[src/rtl/slow_link_scheduler_pkg.sv]
// Shared slow-link types: 128-bit frame payload and scheduler FSM states.
// No ports; imported by the interface, the arbiter user and the top.
package slow_link_scheduler_pkg;

    typedef logic [127:0] payload_t;

    typedef enum logic [1:0] {
        ARB       = 2'd0,
        TICK      = 2'd1,
        WAIT_BUSY = 2'd2,
        WAIT_IDLE = 2'd3
    } state_e;

endpackage

[src/rtl/slow_link_scheduler_if.sv]
// Requester and transmitter signals of the slow-link scheduler.
// master: requesters + transmitter side, slave: the scheduler itself.
interface slow_link_scheduler_if #(
    parameter int N_REQ = 4
);
    import slow_link_scheduler_pkg::*;

    logic [N_REQ-1:0]         req_valid_i;
    payload_t [N_REQ-1:0]     req_payload_i;
    logic [N_REQ-1:0]         req_ready_o;
    logic                     tx_idle_i;
    payload_t                 payload_o;
    logic                     frame_tick_o;
    logic [$clog2(N_REQ)-1:0] grant_id_o;
    logic                     keepalive_o;
    logic                     busy_o;
    logic                     start_err_o;

    modport master (
        output req_valid_i, req_payload_i, tx_idle_i,
        input  req_ready_o, payload_o, frame_tick_o,
        input  grant_id_o, keepalive_o, busy_o, start_err_o
    );

    modport slave (
        input  req_valid_i, req_payload_i, tx_idle_i,
        output req_ready_o, payload_o, frame_tick_o,
        output grant_id_o, keepalive_o, busy_o, start_err_o
    );

endinterface

[src/rtl/rr_arbiter.sv]
// Combinational round-robin picker: search starts at last_i + 1.
// Ports: req_i request vector, last_i last winner; gnt_o one-hot, idx_o, any_o.
module rr_arbiter #(
    parameter int N = 4
) (
    input  logic [N-1:0]         req_i,
    input  logic [$clog2(N)-1:0] last_i,
    output logic [N-1:0]         gnt_o,
    output logic [$clog2(N)-1:0] idx_o,
    output logic                 any_o
);
    localparam int W = $clog2(N);

    logic [W-1:0] j;

    always_comb begin
        gnt_o = '0;
        idx_o = '0;
        any_o = 1'b0;
        j     = '0;
        for (int i = 1; i <= N; i++) begin
            j = W'((int'(last_i) + i) % N);
            if (!any_o && req_i[j]) begin
                any_o    = 1'b1;
                gnt_o[j] = 1'b1;
                idx_o    = j;
            end
        end
    end

endmodule

[src/rtl/slow_link_scheduler.sv]
// Shares one slow-link transmitter among N_REQ requesters, with keep-alive
// frames and a start timeout. Ports: clk, reset (sync, active-high), bus.
module slow_link_scheduler
    import slow_link_scheduler_pkg::*;
#(
    parameter int N_REQ            = 4,
    parameter int KEEPALIVE_CYCLES = 250000,
    parameter int START_TIMEOUT    = 16
) (
    input  logic                  clk,
    input  logic                  reset,
    slow_link_scheduler_if.slave  bus
);
    localparam int IW = $clog2(N_REQ);
    localparam int KW = $clog2(KEEPALIVE_CYCLES + 1);
    localparam int TW = $clog2(START_TIMEOUT + 1);
    localparam logic [KW-1:0] KA_LAST  = KW'(KEEPALIVE_CYCLES - 1);
    localparam logic [TW-1:0] TMO_LAST = TW'(START_TIMEOUT - 1);

    state_e        state_q, state_d;
    payload_t      payload_q, payload_d;
    logic [IW-1:0] grant_q, grant_d;
    logic [IW-1:0] last_q, last_d;
    logic          ka_flag_q, ka_flag_d;
    logic          tick_q, tick_d;
    logic          busy_q, busy_d;
    logic          err_q, err_d;
    logic [KW-1:0] ka_cnt_q, ka_cnt_d;
    logic [TW-1:0] tmo_q, tmo_d;
    logic [N_REQ-1:0] ready;

    logic [N_REQ-1:0] gnt;
    logic [IW-1:0]    gnt_idx;
    logic             gnt_any;

    rr_arbiter #(.N(N_REQ)) u_arb (
        .req_i  (bus.req_valid_i),
        .last_i (last_q),
        .gnt_o  (gnt),
        .idx_o  (gnt_idx),
        .any_o  (gnt_any)
    );

    always_comb begin
        state_d   = state_q;
        payload_d = payload_q;
        grant_d   = grant_q;
        last_d    = last_q;
        ka_flag_d = ka_flag_q;
        ka_cnt_d  = ka_cnt_q;
        tmo_d     = tmo_q;
        tick_d    = 1'b0;
        err_d     = 1'b0;
        ready     = '0;
        unique case (state_q)
            ARB: begin
                if (bus.tx_idle_i && gnt_any) begin
                    ready     = gnt;
                    payload_d = bus.req_payload_i[gnt_idx];
                    grant_d   = gnt_idx;
                    last_d    = gnt_idx;
                    ka_flag_d = 1'b0;
                    ka_cnt_d  = '0;
                    tick_d    = 1'b1;
                    state_d   = TICK;
                end else if (bus.tx_idle_i && ka_cnt_q == KA_LAST) begin
                    payload_d = '0;
                    ka_flag_d = 1'b1;
                    ka_cnt_d  = '0;
                    tick_d    = 1'b1;
                    state_d   = TICK;
                end else if (ka_cnt_q != KA_LAST) begin
                    // saturate so a busy link still fires once it idles
                    ka_cnt_d = ka_cnt_q + 1'b1;
                end
            end
            TICK: begin
                // the tick cycle counts as the first timeout cycle
                ka_cnt_d = '0;
                tmo_d    = TW'(1);
                state_d  = WAIT_BUSY;
            end
            WAIT_BUSY: begin
                if (!bus.tx_idle_i) begin
                    state_d = WAIT_IDLE;
                end else if (tmo_q == TMO_LAST) begin
                    err_d   = 1'b1;
                    state_d = ARB;
                end else begin
                    tmo_d = tmo_q + 1'b1;
                end
            end
            WAIT_IDLE: begin
                if (bus.tx_idle_i) begin
                    state_d = ARB;
                end
            end
        endcase
        busy_d = (state_d != ARB);
    end

    always_ff @(posedge clk) begin
        if (reset) begin
            state_q   <= ARB;
            payload_q <= '0;
            grant_q   <= '0;
            last_q    <= IW'(N_REQ - 1);
            ka_flag_q <= 1'b0;
            ka_cnt_q  <= '0;
            tmo_q     <= '0;
            tick_q    <= 1'b0;
            busy_q    <= 1'b0;
            err_q     <= 1'b0;
        end else begin
            state_q   <= state_d;
            payload_q <= payload_d;
            grant_q   <= grant_d;
            last_q    <= last_d;
            ka_flag_q <= ka_flag_d;
            ka_cnt_q  <= ka_cnt_d;
            tmo_q     <= tmo_d;
            tick_q    <= tick_d;
            busy_q    <= busy_d;
            err_q     <= err_d;
        end
    end

    // reset kills strobes in the very cycle it is raised
    assign bus.req_ready_o  = reset ? '0 : ready;
    assign bus.frame_tick_o = tick_q & ~reset;
    assign bus.payload_o    = payload_q;
    assign bus.grant_id_o   = grant_q;
    assign bus.keepalive_o  = ka_flag_q;
    assign bus.busy_o       = busy_q;
    assign bus.start_err_o  = err_q;

endmodule
[src/flat_wrapper.sv]
// flat-port wrapper written by rule: the top's interface ports become plain ports
module slow_link_scheduler_flat import slow_link_scheduler_pkg::*;
#(
    parameter int N_REQ            = 4,
    parameter int KEEPALIVE_CYCLES = 250000,
    parameter int START_TIMEOUT    = 16
)
  (clk, reset, bus_req_valid_i, bus_req_payload_i, bus_tx_idle_i, bus_req_ready_o, bus_payload_o, bus_frame_tick_o, bus_grant_id_o, bus_keepalive_o, bus_busy_o, bus_start_err_o);
  slow_link_scheduler_if #(.N_REQ(N_REQ)) bus_i ();
  input  logic clk;
  input  logic reset;
  input wire logic [$bits(bus_i.req_valid_i)-1:0] bus_req_valid_i;
  input wire logic [$bits(bus_i.req_payload_i)-1:0] bus_req_payload_i;
  input wire logic [$bits(bus_i.tx_idle_i)-1:0] bus_tx_idle_i;
  output wire logic [$bits(bus_i.req_ready_o)-1:0] bus_req_ready_o;
  output wire logic [$bits(bus_i.payload_o)-1:0] bus_payload_o;
  output wire logic [$bits(bus_i.frame_tick_o)-1:0] bus_frame_tick_o;
  output wire logic [$bits(bus_i.grant_id_o)-1:0] bus_grant_id_o;
  output wire logic [$bits(bus_i.keepalive_o)-1:0] bus_keepalive_o;
  output wire logic [$bits(bus_i.busy_o)-1:0] bus_busy_o;
  output wire logic [$bits(bus_i.start_err_o)-1:0] bus_start_err_o;
  assign bus_i.req_valid_i = bus_req_valid_i;
  assign bus_i.req_payload_i = bus_req_payload_i;
  assign bus_i.tx_idle_i = bus_tx_idle_i;
  assign bus_req_ready_o = bus_i.req_ready_o;
  assign bus_payload_o = bus_i.payload_o;
  assign bus_frame_tick_o = bus_i.frame_tick_o;
  assign bus_grant_id_o = bus_i.grant_id_o;
  assign bus_keepalive_o = bus_i.keepalive_o;
  assign bus_busy_o = bus_i.busy_o;
  assign bus_start_err_o = bus_i.start_err_o;
  slow_link_scheduler #(.N_REQ(N_REQ), .KEEPALIVE_CYCLES(KEEPALIVE_CYCLES), .START_TIMEOUT(START_TIMEOUT)) u_core (.clk(clk), .reset(reset), .bus(bus_i));
endmodule
[config.mk]
export PLATFORM = sky130hd
export DESIGN_NAME = slow_link_scheduler_flat
export DESIGN_NICKNAME = d
export VERILOG_FILES = /design/src/rtl/slow_link_scheduler_pkg.sv /design/src/rtl/slow_link_scheduler_if.sv /design/src/rtl/rr_arbiter.sv /design/src/rtl/slow_link_scheduler.sv /design/src/flat_wrapper.sv
export SDC_FILE = /design/constraint.sdc
export NUM_CORES = 1
export LEC_CHECK = 0
export CORE_AREA = 3 3 255 257
export DETAILED_ROUTE_END_ITERATION = 8
export DIE_AREA = 0 0 258 260
export PLACE_DENSITY = 0.43
export SKIP_CTS_REPAIR_TIMING = 1
export SYNTH_ARGS = -nofsm -noshare
export SYNTH_HDL_FRONTEND = slang
export SYNTH_SLANG_ARGS = --single-unit
[constraint.sdc]
create_clock -name clk -period 3.8 [get_ports clk]
set_clock_uncertainty 0.1 [all_clocks]
set_input_delay 0.76 -clock clk [delete_from_list [all_inputs] [get_ports clk]]
set_output_delay 0.76 -clock clk [all_outputs]
set_load 0.01 [all_outputs]
==> Yosys cells after proc, flatten, opt, wreduce, memory -nomap -nowiden <==
Index checks and enable logic that the tools add are counted.
Widths: inputs -> output; s select.
{ "totals": {"ff_bits": 161, "in_bits": 519} }
{ "op_classes": {"n_lt_le_gt_ge": 9, "n_reduce_logical": 23, "addsub": 6, "bitwise": 8, "eq_ne": 9, "n_mux": 53} }
{ "op_table": {"columns": ["cell", "count"], "rows": [
  ["$mux 128", 3],
  ["$bmux 128 s2", 1],
  ["$mux 18", 3],
  ["$pmux 18 s2", 1],
  ["$mux 4", 7],
  ["$add 18x1->18 const B", 1],
  ["$eq 18x18->1 const B", 1],
  ["$mux 2", 9],
  ["$ne 18x18->1 const B", 1],
  ["$mux 1", 17],
  ["$lt 2x3->1 const B", 5],
  ["$or 4x4->4", 3],
  ["$mux 5", 2],
  ["$pmux 5 s2", 1],
  ["$logic_and 1x1->1", 9],
  ["$bmux 1 s2", 4],
  ["$demux 1 s2", 4],
  ["$ge 2x1->1 const B", 4],
  ["$pmux 2 s4", 1],
  ["$reduce_bool 2->1", 4],
  ["$reduce_and 2->1", 3],
  ["$add 5x1->5 const B", 1],
  ["$eq 5x4->1 const B", 1],
  ["$add 2x1->2 const B", 2],
  ["12 further kinds", 20]
]} }

==> Depth between registers and ports, before layout <==
{ "depth": {"ltp_word": 17, "depth_mapped": 14, "depth_no_buf": 8} }

==> By module <==
A second synthesis with hierarchy kept.
{ "hier_totals": {"hier_cells": 713, "hier_area_um2": 9128.8} }
{ "modules_own_cells": {"columns": ["module", "n_inst", "cells_per_inst", "seq_area_each_um2", "area_each_um2"], "rows": [
  ["slow_link_scheduler", 1, 627, 3223.1, 8499.4],
  ["rr_arbiter", 1, 86, 0.0, 629.4]
]} }

==> Least setup slack after synthesis <==
No wires, ideal clock.
{ "synth_timing": {"path_kind": "register to output", "startpoint": "register u_core.last_q[0]", "endpoint": "output bus_req_ready_o[0]", "arrival_time_ns": 2.754, "path_buffers": 4, "t_required_ns": 2.940, "stages_incl_launch_ff": 13, "setup_slack_ns": 0.186, "path_cell_list": "dfxtp_1 -> buf_6 -> clkbuf_1 -> inv_1 -> ha_1 -> mux4_2 -> nor2b_1 -> buf_4 -> clkbuf_1 -> a22oi_1 -> nor2_1 -> a221oi_1 -> nor2_1"} }
{ "synth_via": {"elab_chain_cells": 17, "word_cells_on_any_way": 53, "classes_between": "add/sub (4); order compare (8); mux (27); bitwise (3); reduce/logical (11)"} }
{ "synth_rtl": {"columns": ["element", "line", "source"], "rows": [
  ["start, declared", "slow_link_scheduler.sv:23", "logic [IW-1:0] last_q, last_d;"],
  ["start signal, assigned", "slow_link_scheduler.sv:107", "last_q <= IW'(N_REQ - 1);"],
  ["start signal, assigned", "slow_link_scheduler.sv:118", "last_q <= last_d;"],
  ["parallel branches: the longest is 14 deep, another holds $lt 2x3->1", null, null],
  ["$mux 4 *", "slow_link_scheduler.sv:57", "if (bus.tx_idle_i && gnt_any) begin"],
  ["$mux 4 *", "slow_link_scheduler.sv:55", "unique case (state_q)"],
  ["$mux 4 *", "slow_link_scheduler.sv:129", "assign bus.req_ready_o = reset ? '0 : ready;"],
  ["end, declared", "flat_wrapper.sv:15", "output wire logic [$bits(bus_i.req_ready_o)-1:0] bus_req_ready_o;"]
]} }
Every way passes the cells marked *. The select of a mux whose other input is x is not followed.

==> Final worst setup path <==
{ "layout_timing": {"startpoint": "register u_core.last_q[0]", "endpoint": "output bus_req_ready_o[1]"} }
The elaborated chain is that of the path after synthesis.

==> reports/qor.yml <==
critical_path:
  crit_required_ns: 2.94
  crit_arrival_ns: 2.87
  r2r-end: "u_core.bus.payload_o[31]"
  r2r-start: "u_core.last_q[0]"
  path_max_fanout: 5
  reg2reg_depth: 12
  reg2reg_slack_ns: 0.61
  critPathKind: "reg -> out"
  endpoint_kind: "output port"
  startpoint_type: "register"
place:
  place_area_um2: 18200
  io_buffers: 656
  gp_congestion: 0.841
  dp_hpwl_um: 44800
  dp.cells: 2666
floorplanning:
  start_util_pct: 16.1
  die_x_um: 258
  rows: 92
  num_io_pins: 657
  core_um2: 63000
  die_area_um2: 67100
  dieHeight_um: 260
layout:
  fin_cells: 2711
  final_util_pct: 30.1
  layout_commonest_cell: "clkdlybuf4s50_1"
  fin_nets: 2377
  drive_gt1_share_pct: 8.87
  design_area_um2: 18900
  syn2layout_area_growth_pct: 86.5
  mostFrequentLayoutCells: "649 x clkdlybuf4s50_1, 181 x mux2i_1, 160 x dfxtp_1"
global_routing:
  track_usage_pct: 16.2
  grt_max_degree: 78
  grt_pass1_vias: 12400
  grt_overflow_total: 0
  grt_antenna_before_repair: 8
  grt_pass1_wl_um: 81800
synth:
  ys.warnings.count: 0
  ys_types: 60
  async_reset_ff_share_pct: 0
  synthesis.area_um2: 10200
  synth-edff-count: 0
  synthesis.nets: 1710
  syn-instance-count: 1180
  ys_seq_area_share_pct: 31.8
  synth-main-ff-cell: "dfxtp_1"
  ys_ff_latch: 161
  avgSynthCellArea_um2: 8.60
sta:
  worstMarginPinSlew_ns: 0.620
  hold_violations: 0
  fin_tns_setup_ns: 0
  fin_crit_ns: 3.73
  max_freq_mhz: 268
  report.final.setup_viol: 0
  finalCritPeriodShare_pct: 98.0
  slew_viol_final: 0
  rsz0062_at_grt: "true"
  relSlewSlack_pct: 58.2
clocking:
  clk_path_buf_depth: 2
  numCtsBuffers: 17
  cts_tree: "built"
  htreeDepth: 4
  worstSkewPairLatency_ns: 0.50
  cts_root_buffer: "clkbuf_16"
  cts.sinks: 161
  clk_pin_slew_ns: 0.08
min_path:
  min_path_cells: 1
  hold_path_class: "reg -> reg"
  holdPathEnd: "u_core.bus.payload_o[81]"
  hold_path_startpoint: "u_core.bus.payload_o[81]"
flow_run:
  drv_cap: 0
detailed_routing:
  first_pass_iters: 5
  drtAntennaViolNets: 0
  wl_per_cell_um: 20.9
  drtIter0Drc: 657
  drc_errors: 0
  via_per_inst: 4.44
  vias: 12000
  drt_wl_total_um: 56700
power_and_ir_drop:
  vdd_drop_max_mv: 0.394
  powerDensity_nw_per_um2: 691
  p_leak_uw: 0.00790
  p_total_uw: 13100
status:
  outcome: "finished clean"
[critical path, stage by stage (launching register included)]
cell and delay, ns:
dfxtp_4 0.37, clkinvlp_4 0.14, ha_4 0.32, mux4_2 0.36, buf_4 0.16, o41a_1 0.35, nand2b_2 0.12, nor2_1 0.06
clkdlybuf4s50_1 0.48
[cells by family (layout without fill, tap and decap cells)]
| group | count (synthesis) | after routing | share of synthesized area [%] |
|---|---|---|---|
| mux | 189 | 189 | 19.2 |
| xor+xnor | 17 | 17 | 1.47 |
| simple gates | 317 | 317 | 14.4 |
| flops | 161 | 161 | 31.8 |
| fa+ha+maj | 11 | 11 | 1.36 |
| buf+inv | 158 | 838 | 7.81 |
| compound gates | 327 | 327 | 24.1 |
| other cells | 0 | 5 | 0 |
[sequential cells by signal (all words and copies together), names as in the netlist, 2 cells and up]
name and cells:
u_core.ka_cnt_q 18, u_core.last_q 2, u_core.state_q 2, u_core.bus.payload_o 128
u_core.tmo_q 5, u_core.bus.grant_id_o 2
[through the flow]
stage | worst slack, ns | hold WS (ns)
final | 0.0749 | 0.365
after CTS | -0.291 | 0.368
after global placement | -0.0526 | 0.343
after global routing | -0.0418 | 0.381
after detailed placement | -0.117 | 0.345
after floorplan | 0.186 | 0.371
[metal layers]
| metal | vias to the layer above | share of wire [%] | track usage (%) |
|---|---|---|---|
| li1 | 5796 | - | - |
| met1 | 5712 | 40 | 19.0 |
| met2 | 491 | 51 | 28.6 |
| met3 | 39 | 7.7 | 5.17 |
| met4 | 2 | 1.3 | 3.99 |
| met5 | - | 0.023 | 0 |
[cells in the mapped netlist, types with 5 or more instances]
master,number,share of area [%]
xor2_1,9,0.78
inv_1,44,1.6
and3_1,7,0.43
a21oi_1,45,2.2
nor3_1,43,2.1
dfxtp_1,161,32
a211o_1,37,3.2
a221oi_1,5,0.43
nor2_1,84,3.1
buf_6,19,2.1
ha_1,11,1.4
mux2i_1,181,18
nand2_1,108,4.0
xnor2_1,8,0.69
clkbuf_1,52,1.9
buf_2,37,1.8
nand3_1,41,2.0
a211oi_1,38,2.8
o221ai_1,90,7.8
a2111oi_0,37,3.2
o21ai_0,47,2.3
[worst max-delay path by stage]
stage,cells after the start,to,start,slack (ns)
after global routing,8,bus_req_ready_o[1],u_core.last_q[0],-0.04
final,8,bus_req_ready_o[1],u_core.last_q[0],0.07
after floorplan,12,bus_req_ready_o[0],u_core.last_q[0],0.19
after detailed placement,11,u_core.bus.payload_o[31],bus_req_valid_i[2],-0.12
after global placement,11,u_core.bus.payload_o[31],bus_req_valid_i[2],-0.05
after CTS,8,bus_req_ready_o[2],u_core.last_q[0],-0.29
[cell type report]
class,instances,area [um2]
Fill cell,6620,44000
Timing Repair Buffer,762,7650
Tap cell,846,1060
Clock buffer,18,439
Inverter,44,169
Clock inverter,14,164
Multi-Input combinational cell,861,6220
Sequential cell,161,3230
Antenna cell,5,12.5
[where the power goes]
group	switching, uW	internal [uW]	total (uW)
combinational	4280	4180	8460
sequential	416	2370	2790
clock	934	898	1830
No activity file was read; power rests on OpenSTA's default activity.
